`src/rtl/link_pkg.sv`:
```
// Shared definitions for the 9-bit-word serial link (transmit and receive).
//   WORD_W     : bits per line word, {k, byte[7:0]}, sent MSB (k) first
//   COMMA      : K-coded alignment byte
//   KCODE      : value of the k bit on control words
//   COMMA_WORD : full 9-bit comma word, 9'h13C
//   rx_state_e : receive alignment states
package link_pkg;

  localparam int unsigned         WORD_W     = 9;
  localparam logic [7:0]          COMMA      = 8'h3C;
  localparam logic                KCODE      = 1'b1;
  localparam logic [WORD_W-1:0]   COMMA_WORD = {KCODE, COMMA};

  typedef enum logic [1:0] {
    ST_HUNT,
    ST_SYNC,
    ST_LOCK
  } rx_state_e;

  function automatic logic is_comma(input logic [WORD_W-1:0] word);
    return word == COMMA_WORD;
  endfunction

endpackage

```
`src/rtl/rx_serial.sv`:
```
// Serial front end of the link receiver: 9-bit shift register plus the bit
// counter that marks word boundaries.
//   clk_i     : system clock, one serial bit per cycle
//   rst_ni    : asynchronous active-low reset
//   data_i    : serial line, synchronous to clk_i
//   realign_i : restart the bit counter; the next bit is bit 0 of a word
//   word_o    : current shift-register contents (newest bit in [0])
//   ena_o     : high while word_o holds a complete, aligned word
//   comma_o   : high while word_o equals the comma word (any alignment)
module rx_serial
  import link_pkg::*;
(
  input  logic              clk_i,
  input  logic              rst_ni,
  input  logic              data_i,
  input  logic              realign_i,
  output logic [WORD_W-1:0] word_o,
  output logic              ena_o,
  output logic              comma_o
);

  localparam logic [3:0] LAST_BIT = 4'(WORD_W - 1);

  logic [WORD_W-1:0] sh_q;
  logic [3:0]        cnt_q;

  // NOTE: sequential state uses non-blocking assignments so every flop
  // samples the pre-edge values, independent of statement order.
  always_ff @(posedge clk_i or negedge rst_ni) begin
    if (!rst_ni) begin
      sh_q  <= '0;
      cnt_q <= '0;
    end else begin
      sh_q <= {sh_q[WORD_W-2:0], data_i};
      // cnt_q is the index of the newest bit within the current word, so a
      // realign makes the bit shifted in on this edge bit 0.
      if (realign_i || cnt_q == LAST_BIT) cnt_q <= '0;
      else                                 cnt_q <= cnt_q + 4'd1;
    end
  end

  assign word_o  = sh_q;
  assign ena_o   = (cnt_q == LAST_BIT);
  assign comma_o = is_comma(sh_q);

endmodule

```
`src/rtl/deserializer_rx.sv`:
```
// Link receiver: hunts for the comma to find word alignment, confirms it over
// LOCK_FRAMES commas, then delivers each 3-byte payload as a 24-bit word.
//   LOCK_FRAMES : consecutive good commas needed before lock (1..15)
//   clk_i       : system clock, one serial bit per cycle
//   rst_ni      : asynchronous active-low reset
//   data_i      : serial line, synchronous to clk_i
//   data_o      : last payload {B2, B1, B0}; held until the next payload
//   valid_o     : one-cycle strobe, coincident with a new data_o
//   lock_o      : high while aligned and locked
//   err_o       : one-cycle strobe when lock is lost
module deserializer_rx
  import link_pkg::*;
#(
  parameter int unsigned LOCK_FRAMES = 2
) (
  input  logic        clk_i,
  input  logic        rst_ni,
  input  logic        data_i,
  output logic [23:0] data_o,
  output logic        valid_o,
  output logic        lock_o,
  output logic        err_o
);

  localparam logic [3:0] LOCK_CNT = 4'(LOCK_FRAMES);
  localparam logic [3:0] GOOD_MAX = 4'hF;

  logic [WORD_W-1:0] word;
  logic              word_ena;
  logic              comma;
  logic              realign;

  rx_state_e   state_q, state_d;
  logic [1:0]  slot_q,  slot_d;   // 0: comma expected, 1..3: B0..B2 expected
  logic [3:0]  good_q,  good_d;
  logic [7:0]  b0_q,    b0_d;
  logic [7:0]  b1_q,    b1_d;
  logic [23:0] data_q,  data_d;
  logic        valid_q, valid_d;
  logic        err_q,   err_d;
  logic        lock_q;

  rx_serial u_serial (
    .clk_i     (clk_i),
    .rst_ni    (rst_ni),
    .data_i    (data_i),
    .realign_i (realign),
    .word_o    (word),
    .ena_o     (word_ena),
    .comma_o   (comma)
  );

  always_ff @(posedge clk_i or negedge rst_ni) begin
    if (!rst_ni) begin
      state_q <= ST_HUNT;
      slot_q  <= '0;
      good_q  <= '0;
      b0_q    <= '0;
      b1_q    <= '0;
      data_q  <= '0;
      valid_q <= 1'b0;
      err_q   <= 1'b0;
      lock_q  <= 1'b0;
    end else begin
      state_q <= state_d;
      slot_q  <= slot_d;
      good_q  <= good_d;
      b0_q    <= b0_d;
      b1_q    <= b1_d;
      data_q  <= data_d;
      valid_q <= valid_d;
      err_q   <= err_d;
      lock_q  <= (state_d == ST_LOCK);
    end
  end

  always_comb begin
    // NOTE: every output of this block gets a default first so no path
    // leaves a signal unassigned, which would otherwise infer a latch.
    state_d = state_q;
    slot_d  = slot_q;
    good_d  = good_q;
    b0_d    = b0_q;
    b1_d    = b1_q;
    data_d  = data_q;
    valid_d = 1'b0;
    err_d   = 1'b0;
    realign = 1'b0;

    case (state_q)
      ST_HUNT: begin
        // Comma seen at an arbitrary bit position: adopt it as the boundary.
        if (comma) begin
          realign = 1'b1;
          slot_d  = 2'd1;
          good_d  = 4'd1;
          state_d = (LOCK_CNT == 4'd1) ? ST_LOCK : ST_SYNC;
        end
      end

      ST_SYNC, ST_LOCK: begin
        if (word_ena) begin
          if (is_comma(word)) begin
            // A comma on any boundary confirms alignment; in a data slot it
            // is idle fill and restarts payload capture at B0.
            slot_d = 2'd1;
            if (good_q != GOOD_MAX) good_d = good_q + 4'd1;
            if (state_q == ST_SYNC && good_d >= LOCK_CNT) state_d = ST_LOCK;
          end else if (slot_q == 2'd0 || word[WORD_W-1] == KCODE) begin
            state_d = ST_HUNT;
            err_d   = (state_q == ST_LOCK);
          end else begin
            case (slot_q)
              2'd1: begin
                b0_d   = word[WORD_W-2:0];
                slot_d = 2'd2;
              end
              2'd2: begin
                b1_d   = word[WORD_W-2:0];
                slot_d = 2'd3;
              end
              default: begin
                slot_d = 2'd0;
                if (state_q == ST_LOCK) begin
                  data_d  = {word[WORD_W-2:0], b1_q, b0_q};
                  valid_d = 1'b1;
                end
              end
            endcase
          end
        end
      end

      default: state_d = ST_HUNT;
    endcase
  end

  assign data_o  = data_q;
  assign valid_o = valid_q;
  assign lock_o  = lock_q;
  assign err_o   = err_q;

endmodule

```
`config.mk`:
```
export PLATFORM = sky130hd
export DESIGN_NAME = deserializer_rx
export DESIGN_NICKNAME = d
export VERILOG_FILES = /design/src/rtl/link_pkg.sv /design/src/rtl/rx_serial.sv /design/src/rtl/deserializer_rx.sv
export SDC_FILE = /design/constraint.sdc
export NUM_CORES = 1
export LEC_CHECK = 0
export ABC_AREA = 1
export ABC_CLOCK_PERIOD_IN_PS = 2300
export BUFFER_PORTS_ARGS = -buffer_cell sky130_fd_sc_hd__buf_2
export CAP_MARGIN = 0
export CORE_UTILIZATION = 36
export CTS_BUF_LIST = sky130_fd_sc_hd__clkbuf_4 sky130_fd_sc_hd__clkbuf_8
export CTS_CLUSTER_DIAMETER = 200
export DETAILED_ROUTE_END_ITERATION = 10
export PLACE_DENSITY_LB_ADDON = 0.12
export SYNTH_ARGS = -nofsm -noshare
export SYNTH_HDL_FRONTEND = slang
export SYNTH_HIERARCHICAL = 1
export SYNTH_SLANG_ARGS = --single-unit
export TNS_END_PERCENT = 50
```
`constraint.sdc`:
```
create_clock -name clk_i -period 2.3 [get_ports clk_i]
set_clock_uncertainty 0.05 [all_clocks]
set_input_delay 0.23 -clock clk_i [delete_from_list [all_inputs] [get_ports clk_i]]
set_output_delay 0.23 -clock clk_i [all_outputs]
set_load 0.03 [all_outputs]
```
# After elaboration in Yosys (flattened, before gate mapping)
# Cells that the tools add are included.
op_classes:
  magnitude_cmp: 1
  reduce_logical: 13
  bitwise_logic: 3
  n_mux: 33
  shifts: 0
  n_mul: 0
  add_sub_neg: 2
  n_eq_ne: 12
  div_mod_pow: 0
ops:
  columns: ["operator", "n"]
  rows:
  - ["two-way mux 4 bit", 8]
  - ["two-way mux 2 bit", 9]
  - ["two-way mux 1 bit", 12]
  - ["one-hot mux 2 bit (2 select lines)", 3]
  - ["AND reduction 5 bit", 2]
  - ["== test 9 bit (second input constant)", 1]
  - ["adder 4 x 1 -> 4 bit (second input constant)", 2]
  - ["one-hot mux 4 bit (2 select lines)", 1]
  - ["AND reduction 4 bit", 2]
  - ["== test 2 bit (second input constant)", 3]
  - ["AND reduction 6 bit", 1]
  - ["== test 2 x 1 -> 1 bit (second input constant)", 2]
  - ["== test 4 bit (second input constant)", 1]
  - ["greater-or-equal comparator 4 x 2 -> 1 bit (second input constant)", 1]
  - ["zero test 2 bit", 2]
  - ["inequality test 2 bit (second input constant)", 2]
  - ["inequality test 4 bit (second input constant)", 1]
  - ["OR reduction 2 bit", 2]
  - ["inequality test 3 bit (second input constant)", 1]
  - ["NOT 1 bit", 3]
  - ["logical OR 1 bit", 2]
  - ["inequality test 2 x 1 -> 1 bit (second input constant)", 1]
  - ["nonzero test 2 bit", 1]
  - ["logical AND 1 bit", 1]
totals:
  output_inout_bits: 27
  n_memories: 0
  latchBits: 0
  mem_bits_ro: 0
  register_bits: 64
  ram_bits: 0

# Longest topological paths before layout
depth:
  word_depth: 12
  ltp_mapped: 12
  depth_no_buf: 12

# Hierarchy
# The synthesis kept the hierarchy.
modules_own_cells:
  columns: ["module", "seq_area_each_um2", "n_inst", "area_per_inst_um2", "cells_each"]
  rows:
  - ["deserializer_rx", 1276.2, 1, 2288.4, 222]
  - ["rx_serial", 325.3, 1, 464.2, 41]

# Least setup slack after synthesis
# Ideal clock, no wire load.
synth_timing:
  kind: "reg-to-reg"
  start: "register u_serial.cnt_q[0]"
  end: "register data_q[10], in the netlist data_o[10]"
  period_less_slack_ns: 1.697
  stages_incl_launch_ff: 10
  t_arrival_ns: 1.522
  path_buffers: 1
  slack_ns: 0.603
  cell_sequence: "dfrtp_1 > inv_1 > ha_1 > nand2_2 > inv_1 > nand2_1 > nor2_1 > nand2_2 > buf_6 > mux2_4"
synth_between:
  elab_chain_len: 2
synth_rtl:
  columns: ["item", "line", "source"]
  rows:
  - ["from (decl)", "rx_serial.sv:25", "logic [3:0] cnt_q;"]
  - ["from (signal assigned)", "rx_serial.sv:38", "else cnt_q <= cnt_q + 4'd1;"]
  - ["== test 4 bit", "rx_serial.sv:43", "assign ena_o = (cnt_q == LAST_BIT);"]
  - ["named net word_ena", "deserializer_rx.sv:29", "logic word_ena;"]
  - ["AND reduction 6 bit (no source line)", null, null]
  - ["to (signal assigned)", "deserializer_rx.sv:70", "data_q <= data_d;"]
  - ["to (decl)", "deserializer_rx.sv:38", "logic [23:0] data_q, data_d;"]
# The timed path passes the listed nets, and every way through them passes these cells.
# A chain may end at the register's enable or synchronous reset.

# Final worst setup path
layout_timing:
  start: "register state_q[0]"
  end: "register good_q[3]"
layout_between:
  elab_chain_len: 4
  elab_cells_between_ends: 10
  classes_between: "5 x eq/ne; 1 x mux; 4 x reduce/logical"
layout_rtl:
  columns: ["item", "line", "source"]
  rows:
  - ["from (decl)", "deserializer_rx.sv:33", "rx_state_e state_q, state_d;"]
  - ["from (signal assigned)", "deserializer_rx.sv:65", "state_q <= state_d;"]
  - ["== test 2 x 1 -> 1 bit / == test 2 bit (equally long branches)", "deserializer_rx.sv:90", "case (state_q)"]
  - ["OR reduction 2 bit", "deserializer_rx.sv:90", null]
  - ["inequality test 2 bit (no source line), or another cell as far along", null, null]
  - ["AND reduction 4 bit (no source line)", null, null]
  - ["to (signal assigned)", "deserializer_rx.sv:67", "good_q <= good_d;"]
  - ["to (decl)", "deserializer_rx.sv:35", "logic [3:0] good_q, good_d;"]
# Several ways; a longest one is shown, not always the timed one.

==> results.md <==
- The run finished with clean final reports.
- The post-route met1 wirelength is 2570 µm.
- Setup repair after global routing left no endpoint under its margin.
- 0 antenna diodes ended up in the layout.
- In this run the cell area of the synthesized design comes to 2750 µm².
- The fraction of registers with async set/reset is 100%.
- The leakage power of the design is 1.72 nW.
- The largest area contributor in the netlist is dfrtp_1.
- The die covers 8000 µm².
- The filler cells instantiated in the layout total 722.
- The tree is rooted in a clkbuf_8.
- The path category of the worst min-delay check is reg2reg.
- The number of I/O port buffers is 29.
- The via count of the first global-routing pass was 1694.
- The overall die height is 89.4 µm.
- In the layout the commonest cells are dfrtp_1 (64), nand2_1 (60), o21ai_0 (31).
- Leaving out fill and tap cells, the most frequent cell in the layout is dfrtp_1.
- The final layout net count is 316.
- Row generation in the floorplan step produced 31 rows.
- After clock tree synthesis, the repair step resized 0 gates.
- The total of warnings raised by yosys is 6.
- In this run the worst path has a maximum fanout of 9.
- The weighted congestion reported at the end of routability-driven placement is 0.762.
- The maximum number of pins on one net before global-route repair is 65.
- Internal power comes to 1.89 mW.
- The arrival time at the worst endpoint is 2.07 ns.
- The initial utilization of the core area, before any placement, comes to 37.5%.
- The HPWL after detailed placement is 3360 µm.
- For this run, design rule violations remaining after detail routing come to 0.
- Across the run, the number of max-cap violations was 0.
- The post-synthesis to final-layout area growth is 18.2%.
- The critical path in this run is classified as reg2reg.
- For the worst setup path, the data required time is 2.50 ns.
- The number of buffers inserted during clock tree synthesis is 9.
- The count of final hold-check violations came to 0.
- Summing the sequential cell areas from Yosys gives 58.2% of the chip area.
- In the global route stage, overall resource usage came out at 14.2%.
- The kind of start point of the critical path is a register.
- The later pin in the worst-skew pair is clocked with a latency of 0.34 ns.
- The shortest clock period the worst path allows after layout is 1.87 ns.
- The power density over cell area is 837 nW/µm².
- The synthesized netlist contains 26 unique library cells.
- The area share of the largest cell type after synthesis is 58.2%.
- When the netlist entered floorplanning its net count stood at 276.
- The width of the chip is 89.4 µm.
- Hold timing on the final database bottoms out at a slack of 0.349 ns.
- The number of design-rule violations left by the first detailed-router iteration is 113.
- The TritonCTS clock tree is done.
- The initial antenna violation count was 0.
- In this run the count of I/O pins placed on the die edge is 30.
- In the final timing run, aggregate negative setup slack is 0 ns.
- The total of endpoints with negative setup slack in the final report is 0.
- In the synthesized netlist the dominant register cell turns out to be dfrtp_1.
- In this run the number of H-tree levels came out at 3.
- The routed design uses 144 µm of met3 wire.
- The measured slew at the worst slew-check pin is 0.345 ns.
- Counting flops with a built-in enable in the synthesized netlist gives 0.
- For this design, the sink count on the clock tree is 64.
- The highest achievable clock rate is 534 MHz.
- The synthesized area divided by synthesized cell count is 10.5 µm².
- The post-detailed-routing wire length is 5000 µm.
- The final route contains 1810 vias.
- After global routing the overflow that remains totals 0.
- The share of final-layout standard cells stronger than drive strength 1 is 25.6%.
- The net switching fraction of the power is 30.5%.
- The uppermost layer routed is met4.
- The met2 routed wirelength is 2190 µm.
- After detailed routing, the number of vias per cell comes to 4.45.
- In this run the tightest slew margin relative to its limit is 77.0%.
- STA classifies the critical path endpoint as a register.
- The register clock-pin slew on the reported worst setup and hold paths is 0.07 ns.
- The number of synthesized register bits is 64.
- The combinational cell fraction of total power is 17.8%.
- Once detail routing completed, the nets flagged for antenna violations numbered 0.
- Synthesis handed over a netlist of 263 instances.
- Yosys attributes the largest share of cell area to dfrtp_1 (58%), nand2_1 (8.2%), mux2_4 (7.1%).
- The power share of the clock group is 34.6%.
- The switching power summed over all nets is 0.830 mW.
- The maximum buffer depth of the clock tree is 2.
- The worst-case IR drop observed on VDD is 320 µV.
- For this run, the detailed router's first-pass iteration total came to 4.
- The floorplan core area is 7330 µm².
- Of the total power, registers draw 47.6%.
- The first global-routing pass estimated 8270 µm of wire.
- The final number of max-transition violations is 0.
- The routed length per instance is 12.3 µm.
- The part of the cycle the worst path needs is 81.4%.
sequential cells by signal (all words and copies together) (netlist names):
| name | cells |
|---|---|
| b0_q | 8 |
| slot_q | 2 |
| state_q | 2 |
| data_o | 24 |
| lock_o | 1 |
| good_q | 4 |
| err_o | 1 |
| valid_o | 1 |
| b1_q | 8 |
| u_serial/cnt_q | 4 |
| u_serial/word_o | 9 |
through the flow:
step | power (mW) | worst slack [ns] | instance area [µm²] | std cells | util, %
after CTS | 2.77 | 0.431 | 3250 | 407 | 44.4
final | 2.72 | 0.428 | 3250 | 407 | 44.4
after global placement | 1.80 | 0.473 | 3040 | 389 | 41.4
after floorplan | 1.68 | 0.603 | 2750 | 263 | -
after detailed placement | 1.81 | 0.426 | 3040 | 389 | 41.4
after global routing | 2.89 | 0.286 | 3250 | 407 | 44.4
cells in the mapped netlist (5+ instances only):
library cell and instances:
dfrtp_1 64, nand2_1 60, o21ai_0 31, ha_1 10
nand4_1 5, mux2_4 13, inv_1 29, nand3_1 5
nand2_2 5, nor2_1 17
metal layers:
layer  track usage [%]  vias to the layer above
li1                  -                      931
met1              19.6                      841
met2              20.8                       30
met3              4.16                        8
met4              5.63                        0
met5                 0                        -
layout make-up:
class,count,area (µm²),area share (%)
clock inverters,7,72.6,2.23
well taps,99,124,3.81
multi-input cells,163,1000,30.7
flip-flops and latches,64,1600,49.2
inverters,30,113,3.46
repair buffers,35,220,6.77
clock buffers,9,124,3.81
repair_timing:
| item | CTS | global route |
|---|---|---|
| endpoints found under the setup margin | 0 | 0 |
| setup buffers | 0 | 0 |
| hold buffers | 2 | 0 |
| endpoints found under the hold margin | 65 | 0 |
worst paths after layout:
| check | endpoint | cells after the start | slack [ns] | startpoint |
|---|---|---|---|---|
| worst min-delay path | u_serial/word_o[1] | 0 | 0.35 | u_serial/word_o[0] |
| worst max register to register | good_q[3] | 7 | 0.43 | state_q[0] |
| min in group asynchronous | data_o[10] | 3 | 0.37 | rst_ni |
| max in group asynchronous | good_q[2] | 3 | 1.53 | rst_ni |
| worst max-delay path | good_q[3] | 7 | 0.43 | state_q[0] |
| worst min register to register | u_serial/word_o[1] | 0 | 0.35 | u_serial/word_o[0] |
kinds of logic after synthesis:
group                    share of synthesized area, %
AND/OR/NAND/NOR                                  16.0
flip-flops                                       58.2
AO/OA/AOI/OAI                                    6.86
buffers and inverters                            5.50
multiplexers                                     8.32
adder cells (fa/ha/maj)                          4.55
XOR/XNOR                                        0.636
critical path, stage by stage, from the launching register on:
cell	delay, ns
dfrtp_1	0.41
inv_1	0.08
ha_1	0.43
inv_2	0.16
o22ai_1	0.09
a21oi_1	0.17
nand2_1	0.18
o31ai_1	0.22
power groups by stage:
stage / Sequential [mW] / Clock (mW) / Combinational (mW)
2_1_floorplan: 1.30 / 0 / 0.382
3_3_place_gp: 1.32 / 0 / 0.484
3_5_place_dp: 1.32 / 0 / 0.497
4_1_cts: 1.30 / 0.973 / 0.496
5_1_grt: 1.31 / 1.02 / 0.566
6_report: 1.30 / 0.941 / 0.485
(Power assumes the default switching activity.)
